$ cat src/rtl/tinyqv_serdes_pkg.sv
// Shared types and parameter helpers for the tinyQV slice serialiser/deserialiser.
package tinyqv_serdes_pkg;

   typedef enum logic [0:0] {
      IDLE = 1'b0,
      RUN  = 1'b1
   } state_t;

   // Bit n set means a slice width of n is supported.
   localparam int unsigned LEGAL_SLICE_W_MASK = 32'h0000_0116;

   function automatic int unsigned slots_of(input int unsigned word_w, input int unsigned slice_w);
      return word_w / slice_w;
   endfunction

   function automatic int unsigned slot_w_of(input int unsigned word_w, input int unsigned slice_w);
      int unsigned n;
      n = word_w / slice_w;
      return (n > 1) ? $clog2(n) : 1;
   endfunction

   function automatic bit slice_w_legal(input int unsigned slice_w);
      return (slice_w <= 8) && LEGAL_SLICE_W_MASK[slice_w];
   endfunction

endpackage

$ cat src/rtl/tinyqv_slice_mux.sv
// Selects slice number 'slot' (SLICE_W bits) out of a WORD_W-bit word.
module tinyqv_slice_mux #(
   parameter int unsigned WORD_W  = 32,
   parameter int unsigned SLICE_W = 4,
   parameter int unsigned SLOT_W  = 3
) (
   input  logic [WORD_W-1:0]  word,
   input  logic [SLOT_W-1:0]  slot,
   output logic [SLICE_W-1:0] slice
);

   localparam int unsigned SLOTS = WORD_W / SLICE_W;

   logic [SLOTS-1:0][SLICE_W-1:0] slices;

   assign slices = word;
   assign slice  = slices[slot];

endmodule

$ cat src/rtl/tinyqv_slice_serdes.sv
// Parallel-to-slice serialiser and slice-to-parallel deserialiser with start/stall handshake.
// Optional input snapshot register enabled by defining TINYQV_SERDES_SNAPSHOT_EN.
module tinyqv_slice_serdes
   import tinyqv_serdes_pkg::*;
#(
   parameter  int unsigned WORD_W  = 32,
   parameter  int unsigned SLICE_W = 4,
   parameter  int unsigned N_SER   = 3,
   localparam int unsigned SLOTS   = slots_of(WORD_W, SLICE_W),
   localparam int unsigned SLOT_W  = slot_w_of(WORD_W, SLICE_W)
) (
   input  logic                     clk,
   input  logic                     rstn,
   input  logic                     start,
   input  logic                     stall,
   input  logic [N_SER*WORD_W-1:0]  ser_words,
   output logic [N_SER*SLICE_W-1:0] ser_slices,
   input  logic [SLICE_W-1:0]       des_slice,
   output logic [WORD_W-1:0]        des_word,
   output logic                     des_valid,
   output logic [SLOT_W-1:0]        slot,
   output logic                     busy,
   output logic                     last_slot
);

   localparam int unsigned DW = SLOTS - 1;

   if (!slice_w_legal(SLICE_W) || (WORD_W % SLICE_W) != 0 || SLOTS < 2) begin : g_bad_cfg
      $error("tinyqv_slice_serdes: unsupported WORD_W/SLICE_W combination");
   end

   state_t                    state_q;
   logic [SLOT_W-1:0]         slot_q;
   logic [DW-1:0][SLICE_W-1:0] des_reg;
   logic                      accept;
   logic [N_SER*WORD_W-1:0]   src_words;
   logic [SLOTS*DW-1:0]       we_tbl;
   logic [DW-1:0]             we;

   assign busy      = (state_q == RUN);
   assign last_slot = busy && (slot_q == SLOT_W'(SLOTS - 1));
   assign slot      = slot_q;
   assign des_valid = last_slot && !stall;
   assign accept    = start && !stall && (!busy || last_slot);

   // The top slice is never stored: it is taken straight from des_slice on the last slot.
   assign des_word  = {des_slice, des_reg};

   // Row r of the table is the one-hot write enable for slot r; the last row is empty.
   for (genvar r = 0; r < SLOTS; r++) begin : g_we_row
      assign we_tbl[r*DW +: DW] = DW'(1) << r;
   end

   tinyqv_slice_mux #(
      .WORD_W (SLOTS*DW),
      .SLICE_W(DW),
      .SLOT_W (SLOT_W)
   ) u_we_dec (
      .word (we_tbl),
      .slot (slot_q),
      .slice(we)
   );

   always_ff @(posedge clk) begin
      if (!rstn) begin
         state_q <= IDLE;
         slot_q  <= '0;
         des_reg <= '0;
      end else if (!stall) begin
         case (state_q)
            IDLE: begin
               if (start) state_q <= RUN;
            end
            RUN: begin
               slot_q <= slot_q + SLOT_W'(1);
               for (int unsigned i = 0; i < DW; i++) begin
                  if (we[i]) des_reg[i] <= des_slice;
               end
               if (last_slot && !start) state_q <= IDLE;
            end
            default: state_q <= IDLE;
         endcase
      end
   end

`ifdef TINYQV_SERDES_SNAPSHOT_EN
   logic [N_SER*WORD_W-1:0] snap_q;

   always_ff @(posedge clk) begin
      if (!rstn) begin
         snap_q <= '0;
      end else if (accept) begin
         snap_q <= ser_words;
      end
   end

   assign src_words = snap_q;
`else
   logic unused_accept;

   assign unused_accept = accept;
   assign src_words     = ser_words;
`endif

   for (genvar k = 0; k < N_SER; k++) begin : g_ser
      tinyqv_slice_mux #(
         .WORD_W (WORD_W),
         .SLICE_W(SLICE_W),
         .SLOT_W (SLOT_W)
      ) u_ser_mux (
         .word (src_words[k*WORD_W +: WORD_W]),
         .slot (slot_q),
         .slice(ser_slices[k*SLICE_W +: SLICE_W])
      );
   end

endmodule

$ cat config.mk
export PLATFORM = sky130hd
export DESIGN_NAME = tinyqv_slice_serdes
export DESIGN_NICKNAME = d
export VERILOG_FILES = /design/src/rtl/tinyqv_serdes_pkg.sv /design/src/rtl/tinyqv_slice_mux.sv /design/src/rtl/tinyqv_slice_serdes.sv
export SDC_FILE = /design/constraint.sdc
export NUM_CORES = 1
export LEC_CHECK = 0
export ABC_CLOCK_PERIOD_IN_PS = 2000
export CAP_MARGIN = 0
export CORE_UTILIZATION = 37
export CTS_CLUSTER_DIAMETER = 100
export DETAILED_ROUTE_END_ITERATION = 7
export PLACE_DENSITY = 0.81
export RECOVER_POWER = 50
export REMOVE_ABC_BUFFERS = 1
export SYNTH_ARGS = -nofsm -noshare
export SYNTH_HDL_FRONTEND = slang
export SYNTH_SLANG_ARGS = --single-unit
$ cat constraint.sdc
create_clock -name clk -period 2 [get_ports clk]
set_input_delay 0.4 -clock clk [delete_from_list [all_inputs] [get_ports clk]]
set_output_delay 0.4 -clock clk [all_outputs]
set_load 0.03 [all_outputs]
# == After elaboration in Yosys (flattened, before gate mapping) ==
# Memory sizes are Yosys's and may differ from the RTL's. A register that Yosys moved wholly into a read port is not among the register bits.
# Index checks and enable logic that the tools add are counted.
# word_totals
wordCells,40
mem_count,1
regBits,32
rom_bits,56
out_inout_bits,50
input_bits,104
# op_classes
n_mux,12
n_addsub,1
n_reduce_logical,13
magnitude_cmp,1
eq_ne,1
n_bitwise,2
# memory_table
memory,words,word_bits,read_ports,rd_ports_with_merged_regs,wr,line,rtl
(name not given),8,7,1,1,0,tinyqv_slice_mux.sv:17,assign slice = slices[slot];
# ops
op,count
binary-select mux 4 bit (select 3 bit),3
AND reduction 3 bit,7
two-way mux 4 bit,3
two-way mux 7 bit,1
two-way mux 3 bit,2
less-than comparator 3 x 4 -> 1 bit (second input constant),1
adder 3 x 1 -> 3 bit (second input constant),1
equality test 3 bit (second input constant),1
logical AND 1 bit,3
logical NOT 1 bit,2
two-way mux 1 bit,2
NOT 1 bit,2
one-hot mux 1 bit (2 select lines),1
AND reduction 2 bit,1

# == Longest topological paths before layout ==
# logic_depth
depth_word,5
mapped_depth,5
mapped_depth_nobuf,5

# == Cells and area by module ==
# From an unflattened synthesis, not the netlist that was laid out.
# hier_totals
cells_unflattened,192
area_unflattened_um2,2471.1
# by_module_without_submodules
module,seq_area_each_um2,instances,cells_each,area_per_inst_um2
tinyqv_slice_serdes,640.6,1,125,1174.9
tinyqv_slice_mux at g_ser[0].u_ser_mux ...,0.0,3,14,270.3
tinyqv_slice_mux at u_we_dec,0.0,1,25,485.5

# == Least setup slack after synthesis ==
# No wires, ideal clock.
# synth_timing
kind,flip-flop to output port
start,"register slot_q[0], in the netlist slot[0]"
end,output ser_slices[0]
setup_slack_ps,6
n_path_buf,2
t_required_ps,1600
arrival_time_ps,1594
path_stages_with_launch,6
cell_sequence,dfxtp_1 > buf_6 > buf_12 > mux4_2 > nand2_1 > nand2_1
# synth_via
elab_chain_cells,2
# synth_lines
item,line,rtl
start: declaration,tinyqv_slice_serdes.sv:33,logic [SLOT_W-1:0] slot_q;
start signal: assignment,tinyqv_slice_serdes.sv:75,slot_q <= slot_q + SLOT_W'(1);
binary-select mux 4 bit (select 3 bit),tinyqv_slice_mux.sv:17,
two-way mux 4 bit (not written as such),tinyqv_slice_mux.sv:17,
end: declaration,tinyqv_slice_serdes.sv:17,"output logic [N_SER*SLICE_W-1:0] ser_slices,"
# Every way passes these cells. The select of a mux whose other input is x is not followed.

# == Worst setup path after layout ==
# layout_timing
start,"register slot_q[0], in the netlist slot[0]"
end,output ser_slices[8]
# Same word-level chain as after synthesis.

==> flow_summary.yaml <==
outcome:
  outcome: "complete, but fails checks"
  violations: "setup timing"
critical_path:
  rr_worst_depth: 6
  r2r_slack_ns: 0.29
  path_delay_family: "multiplexers"
  crit_fanout: 7
  slowest_delay_ns: 0.50
  critical_path.cell_chain: "buf_12, buf_12, mux4_2, nand2_2, nand2_2, buf_6"
  path_class: "reg2out"
  crit_buf_inv: 3
  cp.arrival_ns: 1.75
  start_kind: "register"
  r2r-start: "slot[0]"
  r2r-end: "slot[2]"
  cp-end-kind: "output pin"
  cp.required_ns: 1.60
  slowest_stage: "mux4_2"
clock_network:
  ctsHtreeMaxLevel: 2
  clock_latency_ns: 0.29
  cts_tree: "yes"
  numCtsBuffers: 5
  root_buffer: "clkbuf_8"
  ctsHoldBuffers: 0
  cts_sinks: 39
  clk_pin_slew_ns: 0.07
  clk_path_buf_depth: 2
timing:
  setup_viol: 14
  clock_skew_ns: 0.004288
  hold_violations: 0
  clock.fmax_mhz: 464.8
  tightest_slew_ns: 0.4188
  whs_ns: 0.4639
  slew_viol_final: 0
  worst_slack_ns: -0.1516
  grt_setup_unrepaired: "true"
  fin_crit_sh_pct: 107.6
  layout_min_cycle_time_ns: 2.152
  slew_headroom_pct: 72.05
global_routing:
  antenna_found_initial: 0
  grtUsageTotal_pct: 23.62
  grt-ovfl-total: 0
  grt_pass1_vias: 2571
  grt_first_pass_wirelength_mm: 12.10
  grt_max_degree: 23
finish:
  n_antenna_cell: 0
  fillers: 515
  final_area_sq_um: 4267
  final_nets: 522
  area_growth_pct: 77.33
  drive_above_1_share_pct: 20.62
yosys:
  synth_top_area_share_pct: 32.45
  synth_most_common_cell: "nand2_1"
  synth_common_cells: "nand2_1 (64), dfxtp_1 (39), a21boi_0 (29)"
  ys_seq_area_share_pct: 32.45
  syn_inst: 250
  yosys-mux-area-fraction_pct: 23.50
  synth_cell_types: 31
  syn_avg_cell_area_sq_um: 9.624
  synth_area_sq_um: 2406
  ys.flop_type: "dfxtp_1"
  synth_xor_area_share_pct: 0.3640
  synth_top_cells_by_area: "dfxtp_1 (32%), mux4_2 (22%), nand2_1 (10%)"
  synth-seq-cells: 39
  synth-simple-area-share_pct: 23.66
  synth-async-reset-ratio_pct: 0
  synth-compound-area-share_pct: 11.28
  synth_edf_count: 0
  synth_top_family_by_area: "simple AND/OR/NAND/NOR gates"
  synth_warnings: 0
  yosysTopAreaCell: "dfxtp_1"
  synth_fa_ha_area_share_pct: 1.040
power_and_ir_drop:
  irDropWorstVdd_uv: 345.2
  p_leak_uw: 0.001537
  p_per_area_nw_per_um2: 442.2
detailed_routing:
  detail-route-antenna-nets: 0
  wl_per_cell_um: 15.85
  wl_mm: 7.831
  drc: 0
  dr.pass1.iters: 4
  avgViaCountPerCell: 5.198
  drt_iter0_markers: 85
  num_vias: 2568
die:
  std_cell_rows: 29
  dieArea_sq_um: 6829
  die_h_um: 82.64
  coreArea_sq_um: 6314
  io_pins: 154
  die_w_um: 82.64
  start_util_pct: 38.11
placement:
  dp_hpwl_mm: 6.202
  port_buffers: 153
  placed_area_sq_um: 4043
  place.gp.congestion: 0.8758
  dp_slack_ns: -0.4382
min_path:
  hold_depth: 2
  hp-start: "des_word[8]"
  hold_end: "des_word[8]"
  hold_path_class: "reg2reg"
flow_run:
  maxCapViolations: 0
==> where the power goes <==
part	total [uW]	leakage, uW	internal (uW)	switching [uW]
Combinational	581	0.00118	368	213
Sequential	794	0.000316	784	9.80
Clock	511	0.0000412	244	268
==> metal layers <==
metal	global-route usage (%)	share of wire, %	vias up
li1	-	-	1230
met1	26.92	38	1201
met2	41.39	51	117
met3	6.484	8.1	20
met4	9.655	3.2	0
met5	0	0	-
==> repair_timing <==
action / in CTS / in global routing
pin swaps: 6 / 6
gates cloned: 1 / 0
resized for setup: 64 / 16
endpoints found under the setup margin: 12 / 15
setup buffers: 2 / 5
==> state kept, by name (all words and copies together), names as in the netlist <==
name,flops
busy,1
des_word,28
slot,3
u_we_dec.slice,7
==> worst min-delay path, delay by kind of cell (launching register included) <==
| family | cells | cell delay [ns] |
|---|---|---|
| flops | 1 | 0.31 |
| compound gates | 1 | 0.06 |
| simple gates | 1 | 0.05 |
==> area by class of cell <==
type / count / area (sq um) / share of cell area (%)
Sequential cell: 39 / 784.5 / 18.39
Tap cell: 77 / 96.34 / 2.258
Clock inverter: 2 / 12.51 / 0.2933
Multi-Input combinational cell: 185 / 1465 / 34.34
Inverter: 2 / 7.507 / 0.1760
Clock buffer: 6 / 72.57 / 1.701
Timing Repair Buffer: 183 / 1828 / 42.84
==> cells by family (layout without fill, tap and decap cells) <==
logic type                 after synthesis  count (layout)
adders and majority gates                2               2
xor gates and xnor gates                 1               1
DFF                                     39              39
and+or+nand+nor                        119             119
buffers and inverters                   26             193
muxes                                   26              26
AOI/OAI and AO/OA                       37              37
==> cell usage in the layout, fill, tap and decap left out, drive strengths merged, types with 2 or more instances in the layout <==
master / netlist / layout
a32oi: 2 / 2
mux4: 24 / 24
inv: 2 / 2
nor3b: 4 / 4
clkdlybuf4s50: 0 / 132
nand2b: 2 / 2
dfxtp: 39 / 39
ha: 2 / 2
buf: 17 / 43
nand2: 64 / 64
nand3: 28 / 28
a21oi: 3 / 3
and2: 4 / 4
a21boi: 29 / 29
nand3b: 7 / 7
nor2: 2 / 2
clkbuf: 7 / 13
nor2b: 4 / 4
==> how the worst max path moves through the flow <==
stage                        startpoint              to  slack, ns  cells after the start
after floorplan                 slot[0]  ser_slices[11]      -0.86                      3
after CTS                       slot[0]   ser_slices[8]      -0.18                      6
after global placement    ser_words[55]   ser_slices[7]      -0.42                      5
after global routing            slot[0]   ser_slices[8]      -0.25                      6
final                           slot[0]   ser_slices[8]      -0.15                      6
after detailed placement  ser_words[51]   ser_slices[7]      -0.44                      5
==> metrics by stage <==
stage                     util, %  power, uW  instances  setup TNS (ns)
after floorplan                 -       1010        226          -16.72
after global placement      64.03       1350        478          -3.155
after detailed placement    64.03       1357        478          -3.225
after CTS                   66.57       1890        489          -1.326
after global routing        67.58       1972        494          -2.103
final                       67.58       1887        494          -1.146
No activity file was read; power rests on OpenSTA's default activity.
